==> src/rtl/ilift_pkg.sv <==
// Shared definitions for the inverse integer lifting stage: widths, lifting
// shift amounts (common with the forward stage) and the serializer states.
package ilift_pkg;

  localparam int ILIFT_W = 8;
  localparam int PRED_SH = 1;
  localparam int UPD_SH  = 2;

  typedef enum logic [1:0] {
    ST_IDLE = 2'd0,
    ST_EVEN = 2'd1,
    ST_ODD  = 2'd2
  } ser_state_t;

endpackage

==> src/rtl/ilift_core.sv <==
// Combinational inverse lifting (L, H) -> (even, odd), modulo 2^W.
// Also usable as a golden inverse in forward-stage benches.
module ilift_core
  import ilift_pkg::*;
#(
  parameter int W = ILIFT_W
) (
  input  logic [W-1:0] i_l,
  input  logic [W-1:0] i_h,
  output logic [W-1:0] o_even,
  output logic [W-1:0] o_odd
);

  logic [W-1:0] w_d;
  logic [W-1:0] w_s;

  // Undo update first, then undo predict using the recovered even sample.
  always_comb begin
    w_d    = i_h >> UPD_SH;
    o_even = i_l - w_d - w_d;
    w_s    = o_even >> PRED_SH;
    o_odd  = i_h + w_s + w_s;
  end

endmodule

==> src/rtl/ilift_decode.sv <==
// Inverse lifting stage: one (L, H) pair in, even then odd sample out.
// Optional accepted-pair counter enabled by defining ILIFT_CNT_EN.
module ilift_decode
  import ilift_pkg::*;
#(
  parameter int W = ILIFT_W
) (
  input  logic         i_clk,
  input  logic         i_rst_n,
  input  logic         i_in_valid,
  output logic         o_in_ready,
  input  logic [W-1:0] i_in_l,
  input  logic [W-1:0] i_in_h,
  output logic         o_out_valid,
  input  logic         i_out_ready,
  output logic [W-1:0] o_out_data,
  output logic         o_out_even
`ifdef ILIFT_CNT_EN
  ,
  output logic [15:0]  o_pair_cnt
`endif
);

  ser_state_t   r_state;
  ser_state_t   w_state_nxt;
  logic         r_s1_valid;
  logic [W-1:0] r_s1_l;
  logic [W-1:0] r_s1_h;
  logic [W-1:0] r_ob_even;
  logic [W-1:0] r_ob_odd;
  logic [W-1:0] w_even;
  logic [W-1:0] w_odd;
  logic         w_ob_load;
  logic         w_accept;

  // S1 keeps the raw coefficients; the core resolves even/odd as S1 moves into OB.
  ilift_core #(.W(W)) u_core (
    .i_l    (r_s1_l),
    .i_h    (r_s1_h),
    .o_even (w_even),
    .o_odd  (w_odd)
  );

  assign w_ob_load  = r_s1_valid &
                      ((r_state == ST_IDLE) | ((r_state == ST_ODD) & i_out_ready));
  assign o_in_ready = ~r_s1_valid | w_ob_load;
  assign w_accept   = i_in_valid & o_in_ready;

  // ---- S1 stage: control ----
  always_ff @(posedge i_clk or negedge i_rst_n) begin
    if (!i_rst_n) begin
      r_s1_valid <= 1'b0;
    end else if (w_accept) begin
      r_s1_valid <= 1'b1;
    end else if (w_ob_load) begin
      r_s1_valid <= 1'b0;
    end
  end

  // ---- S1 / OB data: no reset, qualified by the control path ----
  always_ff @(posedge i_clk) begin
    if (w_accept) begin
      r_s1_l <= i_in_l;
      r_s1_h <= i_in_h;
    end
    if (w_ob_load) begin
      r_ob_even <= w_even;
      r_ob_odd  <= w_odd;
    end
  end

  // ---- Serializer FSM ----
  always_ff @(posedge i_clk or negedge i_rst_n) begin
    if (!i_rst_n) begin
      r_state <= ST_IDLE;
    end else begin
      r_state <= w_state_nxt;
    end
  end

  always_comb begin
    w_state_nxt = r_state;
    o_out_valid = 1'b0;
    o_out_data  = '0;
    o_out_even  = 1'b0;
    unique case (r_state)
      ST_IDLE: begin
        if (r_s1_valid) w_state_nxt = ST_EVEN;
      end
      ST_EVEN: begin
        o_out_valid = 1'b1;
        o_out_data  = r_ob_even;
        o_out_even  = 1'b1;
        if (i_out_ready) w_state_nxt = ST_ODD;
      end
      ST_ODD: begin
        o_out_valid = 1'b1;
        o_out_data  = r_ob_odd;
        if (i_out_ready) w_state_nxt = r_s1_valid ? ST_EVEN : ST_IDLE;
      end
      default: begin
        w_state_nxt = ST_IDLE;
      end
    endcase
  end

`ifdef ILIFT_CNT_EN
  logic [15:0] r_pair_cnt;

  always_ff @(posedge i_clk or negedge i_rst_n) begin
    if (!i_rst_n) begin
      r_pair_cnt <= 16'd0;
    end else if (w_accept) begin
      r_pair_cnt <= r_pair_cnt + 16'd1;
    end
  end

  assign o_pair_cnt = r_pair_cnt;
`endif

endmodule

==> config.mk <==
export PLATFORM = sky130hd
export DESIGN_NAME = ilift_decode
export DESIGN_NICKNAME = d
export VERILOG_FILES = /design/src/rtl/ilift_pkg.sv /design/src/rtl/ilift_core.sv /design/src/rtl/ilift_decode.sv
export SDC_FILE = /design/constraint.sdc
export NUM_CORES = 1
export LEC_CHECK = 0
export CAP_MARGIN = 30
export CORE_ASPECT_RATIO = 0.5
export CORE_MARGIN = 4
export CORE_UTILIZATION = 40
export CTS_CLUSTER_DIAMETER = 200
export DETAILED_ROUTE_END_ITERATION = 8
export PLACE_DENSITY_LB_ADDON = 0.3
export SLEW_MARGIN = 20
export SYNTH_ARGS = -nofsm -noshare
export SYNTH_HDL_FRONTEND = slang
export SYNTH_SLANG_ARGS = --single-unit
==> constraint.sdc <==
create_clock -name i_clk -period 3.85 [get_ports i_clk]
set_input_delay 0.385 -clock i_clk [delete_from_list [all_inputs] [get_ports i_clk]]
set_output_delay 0.385 -clock i_clk [all_outputs]
set_load 0.01 [all_outputs]
==> impl_results.md, run 1 <==
* Result of the run: complete, no violations
* Wire length of the first global-routing pass at 5106 um
* Crit path capture type: flop
* Overall power of the completed layout at 1853 uW
* Combinational power share at 0.488
* Vert. Die Dim at 55.67 um
* Final Hold Fails at 0
* Standard-cell row count at 16
* Yosys Warn Count at 0
* Horizontal extent of the die at 103.3 um
* H-tree levels at 2
* Sequential element share of the synthesized area at 0.5699
* Type of the setup path with the least slack: flop to flop
* Normalized max-slew margin at 0.4761
* Non-filler instance count after layout at 231
* Wire length per cell at 13.12 um
* Period utilisation layout at 0.7255
* Minimum clock period after layout at 2.793 ns
* Cell type of the slowest stage on the worst timing path: sky130_fd_sc_hd__edfxtp_1
* Initial core utilization at 0.4408
* Crit path buf inv count at 0
* Synthesized area at 1818 um2
* P_sw at 650.0 uW
* Relative contribution of the clock network to total power at 0.138
* Highest clock rate at 358.0 MHz
* Antenna diode count at 0
* Placeable core region at 4124 um2
* RD Place Congestion at 0.7587
* Cell leakage power at 0.0008875 uW
* R2R setup slack at 1.06 ns
* Post-CTS Setup Bufs at 0
* Proportion of synthesized flip-flops having asynchronous set or reset at 0.08571
* Final count of pins violating max slew at 0
* Detailed-router iteration count before antenna repair at 4
* Count of input and output buffers at 30
* Final setup skew at 0.008703 ns
* Post-Synth XOR/XNOR Area at 0.05575
* Post-cts repair resize count at 0
* Tightest Pin Transition at 0.7858 ns
* Total GRT Usage at 0.1164
* Count of routing violations after the opening detailed-route iteration at 66
* Crit path max-delay family: adder cells
* Main combinational cell family by area after synthesis: adder cells
* Nature of the critical path startpoint: flop
* Peak supply drop at 267.7 uV
* Antenna violations before repair at 0
* Number of nets at the end of the flow at 215
* Cell repeated most along the worst path: sky130_fd_sc_hd__ha_1
* Mean area per synthesized cell at 12.99 um2
* Most common cell after layout, fill and taps aside: sky130_fd_sc_hd__edfxtp_1
* Pin count of the biggest net entering global routing at 17
* Crit-path cells: ha_1 -> nor2_1 -> ha_1 -> nor2b_1 -> o21ai_0 -> nand2b_1 -> xor2_1 -> ha_1 -> o21ai_0 -> o21bai_1 -> a21oi_1 -> xnor3_1
* Number of placed instances, taps included at 223
* CTS tree: done
* Per-cell via count in the routed design at 4.948
* Final-layout setup total negative slack at 0 ns
* Share of synthesized cell area in full adder, half adder and majority cells at 0.1349
* Max-cap violations at 0
* Power per Cell Area at 815.8 nW/um2
* Clk Latency, worst-skew pair at 0.29 ns
* Gr ovfl total at 0
* Internal power component at 1203 uW
* Distinct cell type count after synthesis at 31
* Synth Instances at 140
* Number of synthesized flops with an enable pin at 32
* Proportion of layout cells with a drive suffix above 1 at 0.05650
* Final routed DRC violation total at 0
* FF+latch count, synth at 35
* Compound-Gate Fraction of Synth Area at 0.1060
* Area share of the largest cell type after synthesis at 0.5286
* Leading cell types by total area after synthesis: sky130_fd_sc_hd__edfxtp_1 (53%), sky130_fd_sc_hd__ha_1 (12%), sky130_fd_sc_hd__dfrtp_1 (4.1%)
* Signed area change from the synthesized netlist to the final layout at 24.91%
* Hold buffers post-CTS at 0
* Total via count after detailed routing at 1143
* Mux cell area share after synthesis at 0.006194
* TritonCTS sink count at 35
* Signal arrival time at the worst endpoint at 2.83 ns
* Class of the tightest hold or removal check: input pin to asynchronous set/reset pin
* Synth Area in Simple Gates at 0.09016
* Via count of the first global-routing pass at 1102
* Most frequent cells in the layout: sky130_fd_sc_hd__edfxtp_1 (32), sky130_fd_sc_hd__clkdlybuf4s50_1 (30), sky130_fd_sc_hd__ha_1 (18), sky130_fd_sc_hd__inv_1 (16), sky130_fd_sc_hd__nor2b_1 (12)
* Dominant cell type by area after synthesis: sky130_fd_sc_hd__edfxtp_1
* Residual antenna-violating net count after detailed routing at 0
* Clock slew seen by the registers of the worst setup and hold paths at 0.07 ns
* Wirelength, routed at 3031 um
* Net count after synthesis at 179
* Number of top-level design ports at 31
* Sequential cell fraction of total power at 0.374
* Setup repair after global routing missed its margin: no
* Critical Path Max Stage Delay at 0.43 ns
* Share of total power consumed by net switching at 0.3508
* CTS Root Buffer Type: sky130_fd_sc_hd__clkbuf_8
* Maximum clock insertion buffer count at 2
* Data required time of the worst path at 3.89 ns
* Max FO, Critical Path at 4
* Total CTS buffers at 5
* Most common flop cell mapped by yosys: sky130_fd_sc_hd__edfxtp_1
* Overall die area at 5753 um2
* Post-DP HPWL at 2295 um
* Setup-violating endpoint count in the final report at 0
[per-layer routing]
metal  share of wire  GRT usage
met5               0          0
met4           0.014    0.05535
met3           0.053    0.03630
met2            0.42     0.1576
met1            0.51     0.1665
[worst paths after layout]
check,cells after the start,startpoint,endpoint
min in group i_clk,0,r_s1_h[0],r_ob_odd[0]
max reg2reg,12,r_s1_l[1],r_ob_odd[7]
max,12,r_s1_l[1],r_ob_odd[7]
max in group asynchronous,1,i_rst_n,r_state[0]
min,1,i_rst_n,r_state[1]
min reg2reg,0,r_s1_h[0],r_ob_odd[0]
[registers in the layout, indices dropped and copies added, names as in the netlist]
register    count
r_ob_even       8
r_ob_odd        8
r_s1_h          8
r_s1_l          8
r_s1_valid      1
r_state         2
[through the flow]
stage / worst slack (ns) / cell area (um2) / hold WS, ns / utilization
final: 1.057 / 2271 / 0.2676 / 0.5507
after floorplan: 1.243 / 1818 / 0.08941 / -
after global placement: 1.126 / 2186 / 0.4046 / 0.5300
after detailed placement: 1.025 / 2186 / 0.4066 / 0.5300
after CTS: 1.019 / 2271 / 0.2607 / 0.5507
after global routing: 0.7647 / 2271 / 0.2610 / 0.5507
[kinds of logic (layout without fill, tap and decap cells)]
family	count (synthesis)	after routing
AO/OA/AOI/OAI	29	29
XOR/XNOR	10	10
adder cells (fa/ha/maj)	19	19
buffers and inverters	18	55
flip-flops	35	35
multiplexers	1	1
AND/OR/NAND/NOR	28	28
[cell type report]
cell class / count / area [um2]
Sequential cell: 35 / 1036
Tap cell: 54 / 67.56
Timing Repair Buffer: 31 / 307.8
Clock inverter: 2 / 12.51
Inverter: 16 / 60.06
Clock buffer: 6 / 72.57
Multi-Input combinational cell: 87 / 714.4
Fill cell: 371 / 1853
[synth_stat cells (2+ instances only)]
master,instances
sky130_fd_sc_hd__a21oi_1,6
sky130_fd_sc_hd__nor2_1,3
sky130_fd_sc_hd__a21o_1,2
sky130_fd_sc_hd__edfxtp_1,32
sky130_fd_sc_hd__dfrtp_1,3
sky130_fd_sc_hd__inv_1,16
sky130_fd_sc_hd__o21bai_1,2
sky130_fd_sc_hd__nand2_1,5
sky130_fd_sc_hd__clkbuf_1,2
sky130_fd_sc_hd__a22oi_1,8
sky130_fd_sc_hd__a31oi_1,2
sky130_fd_sc_hd__nand2b_1,2
sky130_fd_sc_hd__nor2b_1,12
sky130_fd_sc_hd__o21ai_0,3
sky130_fd_sc_hd__nor3_1,2
sky130_fd_sc_hd__xor2_1,3
sky130_fd_sc_hd__xnor2_1,6
sky130_fd_sc_hd__ha_1,18
[worst register-to-register path, stage by stage, from the launching register on]
cell and delay, ns:
sky130_fd_sc_hd__edfxtp_1 0.43, sky130_fd_sc_hd__ha_1 0.24, sky130_fd_sc_hd__nor2_1 0.15, sky130_fd_sc_hd__ha_1 0.20, sky130_fd_sc_hd__nor2b_1 0.05, sky130_fd_sc_hd__o21ai_0 0.14
sky130_fd_sc_hd__nand2b_1 0.11, sky130_fd_sc_hd__xor2_1 0.17, sky130_fd_sc_hd__ha_1 0.34, sky130_fd_sc_hd__o21ai_0 0.24, sky130_fd_sc_hd__o21bai_1 0.09, sky130_fd_sc_hd__a21oi_1 0.17
sky130_fd_sc_hd__xnor3_1 0.22
[power groups by stage]
stage / sequential, uW / combinational, uW / clock (uW)
floorplan: 686 / 628 / 0
global placement: 695 / 883 / 0
detailed placement: 701 / 909 / 0
CTS: 694 / 915 / 263
global route: 709 / 1010 / 281
finish: 693 / 904 / 256
No activity file was read; power rests on OpenSTA's default activity.
==> inputs of run 2 (changes only) <==
Clock period 3.85 ns to 2.45 ns, I/O delays scaled along.
==> run 2 against run 1 <==
Effect of this change:
- the run now ends with setup timing left
- sequential share of layout area shrank 6.8 points
- clock-buffer cell count fell by 1
- die area stayed put
- register-to-register slack worse by 1.3 ns
- setup slack lost 1.3 ns
- maximum frequency up 2.1%
- largest power group unchanged
- total power up 110%
- flip-flop and latch count unchanged
- clock power up 140%
- hold slack lost 0.14 ns
- final cell count up 12%
==> impl_results.md, run 2 (same netlist as run 1, synthesis figures left out) <==
* Normalized max-slew margin at 0.8163 (was 0.4761)
* Overall power of the completed layout at 3800 uW (was 1853 uW)
* Max-cap violations at 0 (unchanged)
* Clk Latency, worst-skew pair at 0.30 ns (was 0.29 ns)
* Critical path origin: r_s1_l[1] (unchanged)
* Wire length of the first global-routing pass at 5651 um (was 5106 um)
* Period utilisation layout at 1.117 (was 0.7255)
* Final critical-path setup slack at -0.2857 ns (was 1.057 ns)
* Share of the core filled with cells in the final layout at 0.6468 (was 0.5507)
* CTS tree: done (unchanged)
* TritonCTS sink count at 35 (unchanged)
* Final Hold Fails at 0 (unchanged)
* Peak supply drop at 469.8 uV (was 267.7 uV)
* Placeable core region at 4124 um2 (unchanged)
* Failing checks: setup timing
* Pin count of the biggest net entering global routing at 17 (unchanged)
* Number of placed instances, taps included at 240 (was 223)
* Signal arrival time at the worst endpoint at 2.77 ns (was 2.83 ns)
* Antenna violations before repair at 0 (unchanged)
* Horizontal extent of the die at 103.3 um (unchanged)
* Type of the setup path with the least slack: flop to flop (unchanged)
* Max FO, Critical Path at 3 (was 4)
* Clock slew seen by the registers of the worst setup and hold paths at 0.08 ns (was 0.07 ns)
* Most frequent cells in the layout: sky130_fd_sc_hd__edfxtp_1 (32), sky130_fd_sc_hd__clkdlybuf4s50_1 (30), sky130_fd_sc_hd__buf_4 (27), sky130_fd_sc_hd__inv_1 (15), sky130_fd_sc_hd__ha_1 (12) (was sky130_fd_sc_hd__edfxtp_1 (32), sky130_fd_sc_hd__clkdlybuf4s50_1 (30), sky130_fd_sc_hd__ha_1 (18), sky130_fd_sc_hd__inv_1 (16), sky130_fd_sc_hd__nor2b_1 (12))
* Antenna diode count at 0 (unchanged)
* Result of the run: finished with violations (was complete, no violations)
* Total CTS buffers at 5 (unchanged)
* Number of nets at the end of the flow at 242 (was 215)
* Total GRT Usage at 0.1298 (was 0.1164)
* Instance area at placement at 2323 um2 (was 2186 um2)
* RD Place Congestion at 0.7274 (was 0.7587)
* Cell leakage power at 0.001062 uW (was 0.0008875 uW)
* Tightest Pin Transition at 0.2747 ns (was 0.7858 ns)
* Crit path capture type: flop (unchanged)
* Number of top-level design ports at 31 (unchanged)
* Crit Reg-Reg Startpoint: r_s1_l[1] (unchanged)
* Most common cell after layout, fill and taps aside: sky130_fd_sc_hd__edfxtp_1 (unchanged)
* Count of input and output buffers at 30 (unchanged)
* Minimum clock period after layout at 2.736 ns (was 2.793 ns)
* Overall die area at 5753 um2 (unchanged)
* Final setup skew at 0.01142 ns (was 0.008703 ns)
* Hold buffers post-CTS at 0 (unchanged)
* Wire length per cell at 14.93 um (was 13.12 um)
* Vert. Die Dim at 55.67 um (unchanged)
* Nature of the critical path startpoint: flop (unchanged)
* Setup-violating endpoint count in the final report at 3 (was 0)
* Gr ovfl total at 0 (unchanged)
* Highest clock rate at 365.5 MHz (was 358.0 MHz)
* Signed area change from the synthesized netlist to the final layout at 46.73% (was 24.91%)
* Residual antenna-violating net count after detailed routing at 0 (unchanged)
* Non-filler instance count after layout at 258 (was 231)
* CTS Root Buffer Type: sky130_fd_sc_hd__clkbuf_8 (unchanged)
* Initial core utilization at 0.4408 (unchanged)
* Data required time of the worst path at 2.49 ns (was 3.89 ns)
* Count of routing violations after the opening detailed-route iteration at 35 (was 66)
* Maximum clock insertion buffer count at 2 (unchanged)
* Proportion of layout cells with a drive suffix above 1 at 0.2745 (was 0.05650)
* Standard-cell row count at 16 (unchanged)
* Wirelength, routed at 3851 um (was 3031 um)
* Total via count after detailed routing at 1273 (was 1143)
* Via count of the first global-routing pass at 1226 (was 1102)
* Post-route design area at 2668 um2 (was 2271 um2)
* Post-DP HPWL at 2550 um (was 2295 um)
* H-tree levels at 2 (unchanged)
* Setup repair after global routing missed its margin: yes (was no)
* Per-cell via count in the routed design at 4.934 (was 4.948)
* Class of the tightest hold or removal check: input pin to asynchronous set/reset pin (unchanged)
* Final routed DRC violation total at 0 (unchanged)
* Final count of pins violating max slew at 0 (unchanged)
* Power per Cell Area at 1425 nW/um2 (was 815.8 nW/um2)
* Detailed-router iteration count before antenna repair at 4 (unchanged)
## run 2: cell types whose count changed in the layout (fill, tap and decap cells not counted), sizes merged
cell    change
buf        +27
bufinv      +2
clkbuf      -1
clkinv      -1
## run 2: cell type report
class                   instances  area, um2
fillers                       307       1456
clock buffers                   5      68.82
multi-input cells              87      853.3
flip-flops and latches         35       1036
inverters                      16      60.06
clock inverters                 3      67.56
well taps                      54      67.56
repair buffers                 58      514.2
## run 2: repair_timing
item,CTS,global route
pin swaps,1,11
buffers inserted,4,8
resized for setup,2,21
endpoints found under the hold margin,0,0
setup endpoints to repair,2,11
## run 2: routing by layer
layer / wire length (um) / track usage / vias to the layer above
met5: 0 / 0 / -
met4: 81 / 0.05535 / 0
met3: 176 / 0.03004 / 10
met2: 1826 / 0.1966 / 30
met1: 1767 / 0.1770 / 596
li1: - / - / 637
## run 2: final timing paths
kind                               endpoint  slack [ns]  cells after the start
worst max-delay path            r_ob_odd[7]       -0.29                     13
worst min-delay path             r_state[0]        0.13                      1
worst max register to register  r_ob_odd[7]       -0.29                     13
worst min register to register  r_ob_odd[0]        0.42                      0
max in group asynchronous        r_s1_valid        2.16                      1
min in group i_clk              r_ob_odd[0]        0.42                      0
## run 2: per-stage QoR
stage / setup WS (ns) / TNS [ns] / hold slack [ns]
2_1_floorplan: -0.06188 / -0.06188 / -0.05059
3_3_place_gp: -0.1420 / -0.1711 / 0.4025
3_5_place_dp: -0.2113 / -0.2806 / 0.4057
4_1_cts: -0.2168 / -0.2844 / 0.1285
5_1_grt: -0.4707 / -1.151 / 0.1338
6_report: -0.2857 / -0.6685 / 0.1276
## run 2: critical path, stage by stage, from the launching register on
cell	delay (ns)
sky130_fd_sc_hd__edfxtp_1	0.48
sky130_fd_sc_hd__ha_4	0.22
sky130_fd_sc_hd__nor2_4	0.13
sky130_fd_sc_hd__ha_4	0.15
sky130_fd_sc_hd__nor2b_1	0.05
sky130_fd_sc_hd__o21ai_1	0.14
sky130_fd_sc_hd__nand2b_1	0.14
sky130_fd_sc_hd__buf_4	0.17
sky130_fd_sc_hd__xor2_2	0.19
sky130_fd_sc_hd__ha_4	0.24
sky130_fd_sc_hd__o21ai_2	0.13
sky130_fd_sc_hd__o21bai_1	0.09
sky130_fd_sc_hd__a21oi_2	0.13
sky130_fd_sc_hd__xnor3_1	0.22
## run 2: where the power goes
group          total (uW)  switching [uW]  internal [uW]
Sequential           1100            92.7           1000
Combinational        2080             959           1120
Clock                 623             217            406
==> inputs of run 3 (changes only) <==
Settings changed: GPL_TIMING_DRIVEN set to 1.
==> results of run 3 <==
Same layout as run 2: the final DEF is identical, and so are final timing and power.
==> edit 1 (config.mk and constraints of run 3) <==
The option `ILIFT_CNT_EN` is turned on by a define.
--- a/src/rtl/ilift_decode.sv
+++ b/src/rtl/ilift_decode.sv
@@ -1,5 +1,7 @@
 // Inverse lifting stage: one (L, H) pair in, even then odd sample out.
 // Optional accepted-pair counter enabled by defining ILIFT_CNT_EN.
+`define ILIFT_CNT_EN
+
 module ilift_decode
   import ilift_pkg::*;
 #(
Function (old outputs only; new: o_pair_cnt): kept (Yosys induction, for registers that start in step).
==> edit 1 against run 3 <==
  * The run still ends with setup timing left
  * Worst setup slack better by 0.058 ns
  * Worst hold slack better by 0.17 ns
  * Sequential cell count grew 16
  * Routed wire length increased by 31%
  * Design area rose by 34%
  * Area after synthesis up 41%
  * Power up 14%
  * Count of clock-buffer cells in the layout is the same
  * Clock power increased by 9.8%
  * Highest routed layer unchanged
==> edit 1: results (changes against run 3) <==
Yosys
  – Post-synthesis mux area share: 0.440% (was 0.619%)
  – Synth top area cells: edfxtp_1 38%, dfrtp_1 19%, ha_1 9.3% (was edfxtp_1 53%, ha_1 12%, dfrtp_1 4.1%)
  – Syn avg cell area: 12.4 µm² (was 13.0 µm²)

Drt
  – Met1 WL: 2370 µm (was 1770 µm)
  – Met3 routed WL: 209 µm (was 176 µm)
  – Number of DRC markers in iteration 0: 39 (was 35)
  – Metal2 WL: 2400 µm (was 1830 µm)

STA
  – Clk_skew: 0.00381 ns (was 0.0114 ns)
  – Final number of setup-violating endpoints: 2 (was 3)
  – Worst setup margin: -0.228 ns (was -0.286 ns)
  – Setup tns final: -0.353 ns (was -0.668 ns)

Global routing
  – Largest net degree at the start of global routing: 20 (was 17)
  – Gr usage total: 14.2% (was 13.0%)
  – Number of global-route vias before repair: 1906 (was 1226)
  – Global-route wire length before repair: 8850 µm (was 5650 µm)

Layout
  – Seq area share: 40.3% (was 38.8%)
  – Signal inverters: 20 (was 16)
  – Multi-input gates: 133 (was 87)
  – Bufs w/o clock: 72 (was 58)
  – Proportion of layout cells with a drive suffix above 1: 20.1% (was 27.5%)
  – Layout Cell Area excl Fill: 3560 µm² (was 2670 µm²)
  – Multi-input gate share of total cell area: 31.9% (was 32.0%)
  – Fillcell total: 499 (was 307)

Placed design
  – IO Port Bufs: 46 (was 30)
  – DP Wirelength: 3770 µm (was 2550 µm)
  – Placer Congestion: 0.781 (was 0.727)

Status
  – Violated checks: setup timing (unchanged)
  – Status: finished, violations left (unchanged)

Pwr
  – Flop pwr share: 34.5% (was 28.9%)
  – Static leakage: 0.00144 µW (was 0.00106 µW)

CTS
  – Root Buffer: clkbuf_16 (was clkbuf_8)
  – Post-CTS Setup Inserts: 1 (was 4)
edit 1: cell families after synthesis:
logic type                 after synthesis
AOI/OAI and AO/OA                       30
xor gates and xnor gates                24
adders and majority gates               20
buffers and inverters                   23
DFF                                     51
muxes                                    1
and+or+nand+nor                         58
edit 1: worst paths after layout:
path / slack, ns / startpoint / cells after the start / end
worst min register to register: 0.42 / r_s1_h[0]$_DFFE_PP_ / 0 / r_ob_odd[0]$_DFFE_PP_
worst min-delay path: 0.30 / i_rst_n / 2 / r_state[0]$_DFFE_PN0P_
worst max-delay path: -0.23 / r_s1_l[1]$_DFFE_PP_ / 11 / r_ob_odd[7]$_DFFE_PP_
worst max register to register: -0.23 / r_s1_l[1]$_DFFE_PP_ / 11 / r_ob_odd[7]$_DFFE_PP_
max in group asynchronous: 1.94 / i_rst_n / 2 / o_pair_cnt[1]$_DFFE_PN0P_
min in group i_clk: 0.42 / r_s1_h[0]$_DFFE_PP_ / 0 / r_ob_odd[0]$_DFFE_PP_
==> edit 2 (settings of run 3) <==
Made on the original files. The 3 states of `ser_state_t` get a one-hot encoding in 3 bits.
--- a/src/rtl/ilift_pkg.sv
+++ b/src/rtl/ilift_pkg.sv
@@ -6,10 +6,10 @@
   localparam int PRED_SH = 1;
   localparam int UPD_SH  = 2;
 
-  typedef enum logic [1:0] {
-    ST_IDLE = 2'd0,
-    ST_EVEN = 2'd1,
-    ST_ODD  = 2'd2
+  typedef enum logic [2:0] {
+    ST_IDLE = 3'b001,
+    ST_EVEN = 3'b010,
+    ST_ODD  = 3'b100
   } ser_state_t;
 
 endpackage
Check against the original RTL: no difference found for any inputs over 10 cycles, from zero or initial values and one cycle with i_rst_n low; not proved beyond that.
==> edit 2 against run 3 <==
  * The flow still finishes with violations (setup timing)
  * Highest routed layer unchanged
  * Critical endpoint unchanged
  * Non-clock buffer count fell by 6
  * Critical path type unchanged
  * First-iteration DRC count fell by 20%
  * Power fell by 14%
  * Combinational power fell by 19%
  * Cell count fell by 1.6%
  * Routed wire length fell by 14%
  * Design area fell by 7.1%
  * Core utilization fell by 4.6 points
  * Area after synthesis fell by 0.55%
  * Sequential cell count rose by 1
  * Clock skew fell by 0.0081 ns
  * Worst setup slack improved by 0.21 ns
==> edit 2: results (changes against run 3) <==
STA
  – Worst setup margin: -0.0798 ns (was -0.286 ns)
  – Clk_skew: 0.00333 ns (was 0.0114 ns)
  – Worst hold slack: 0.163 ns (was 0.128 ns)
  – Actual slew at the worst max-slew pin: 0.421 ns (was 0.275 ns)
  – Final number of setup-violating endpoints: 2 (was 3)
  – Setup tns final: -0.130 ns (was -0.668 ns)

Pwr
  – Net Switching: 1120 µW (was 1270 µW)
  – Static leakage: 0.000989 µW (was 0.00106 µW)
  – Power share of the clock group: 12.5% (was 16.4%)
  – Total combinational power: 1690 µW (was 2080 µW)
  – Peak VDD IR: 444 µV (was 470 µV)
  – Power density cells: 1320 nW/µm² (was 1420 nW/µm²)

Global routing
  – Gr usage total: 12.6% (was 13.0%)
  – Met3 Resource Use GR: 4.15% (was 3.00%)
  – Global-route wire length before repair: 5640 µm (was 5650 µm)
  – Met2 usage: 20.1% (was 19.7%)
  – Met1 GRT Util: 16.6% (was 17.7%)
  – Largest net degree at the start of global routing: 18 (was 17)
  – Number of global-route vias before repair: 1272 (was 1226)

Placed design
  – Placer Congestion: 0.766 (was 0.727)
  – DP Wirelength: 2470 µm (was 2550 µm)
  – Placed Area: 2320 µm² (about the same)
  – Placed cell count: 241 (was 240)
  – Dpl ws: -0.177 ns (was -0.211 ns)

Critical path
  – CP delay by family, top: adder cells (unchanged)
  – Worst-path maximum fanout: 2 (was 3)
  – CP arrival: 2.56 ns (was 2.77 ns)
  – R2R cell count: 11 (was 13)
  – CP Launch Point: r_s1_l[0]$_DFFE_PP_ (was r_s1_l[1]$_DFFE_PP_)
  – CP max stage cell: edfxtp_1 (unchanged)
  – Slowest cell delay on critical path: 0.40 ns (was 0.48 ns)

Yosys
  – Synth top area cells: edfxtp_1 53%, ha_1 9.7%, dfrtp_1 4.2% (was edfxtp_1 53%, ha_1 12%, dfrtp_1 4.1%)
  – Sequential area share after synthesis: 58.8% (was 57.0%)
  – Post-synth top area share: 53.1% (was 52.9%)
  – Netlist cell types: 32 (was 31)
  – Synthesized Nets: 178 (was 179)
  – FFs w/ async S/R, synth: 11.1% (was 8.57%)
  – Synth Instances: 143 (was 140)
  – Synth top cells by count: 32 x edfxtp_1, 17 x nor2_1, 14 x ha_1 (was 32 x edfxtp_1, 18 x ha_1, 16 x inv_1)

CTS
  – Worst-Skew Late Latency: 0.28 ns (was 0.30 ns)
  – Post-CTS Setup Inserts: 3 (was 4)
  – Post-CTS resize count: 3 (was 2)
  – Root Buffer: clkbuf_8 (unchanged)

Drt
  – Met1 WL: 1580 µm (was 1770 µm)
  – Metal2 WL: 1540 µm (was 1830 µm)
  – Total Wirelength: 3330 µm (was 3850 µm)
  – Number of DRC markers in iteration 0: 28 (was 35)
  – Via Count: 1246 (was 1273)
  – First-pass DRT Iterations: 4 (unchanged)
  – Met3 routed WL: 201 µm (was 176 µm)
  – Vias/cell: 4.91 (was 4.93)

Status
  – Violated checks: setup timing (unchanged)
  – Status: finished, violations left (unchanged)

Layout
  – Fin nets: 234 (was 242)
  – Proportion of layout cells with a drive suffix above 1: 22.0% (was 27.5%)
  – Fillcell total: 359 (was 307)
## edit 2: changes by cell type after synthesis, sizes merged, moves of 2 or more
cell,run 3,this run
nor2b,12,5
nor2,3,17
nand2,5,3
inv,16,12
a21oi,6,8
mux2i,0,2
ha,18,14
## edit 2: cell families after synthesis
logic type | synth area share (%)
DFF | 58.8
and+or+nand+nor | 9.41
AOI/OAI and AO/OA | 11.7
buffers and inverters | 3.11
adders and majority gates | 10.8
xor gates and xnor gates | 5.12
muxes | 1.11
## edit 2: layout make-up
cell class | count | area, µm² | area share, %
Multi-Input combinational cell | 92 | 749 | 30.3
Clock inverter | 3 | 18.8 | 0.758
Sequential cell | 36 | 1060 | 42.9
Timing Repair Buffer | 52 | 465 | 18.8
Clock buffer | 5 | 68.8 | 2.78
Tap cell | 54 | 67.6 | 2.73
Inverter | 12 | 45.0 | 1.82
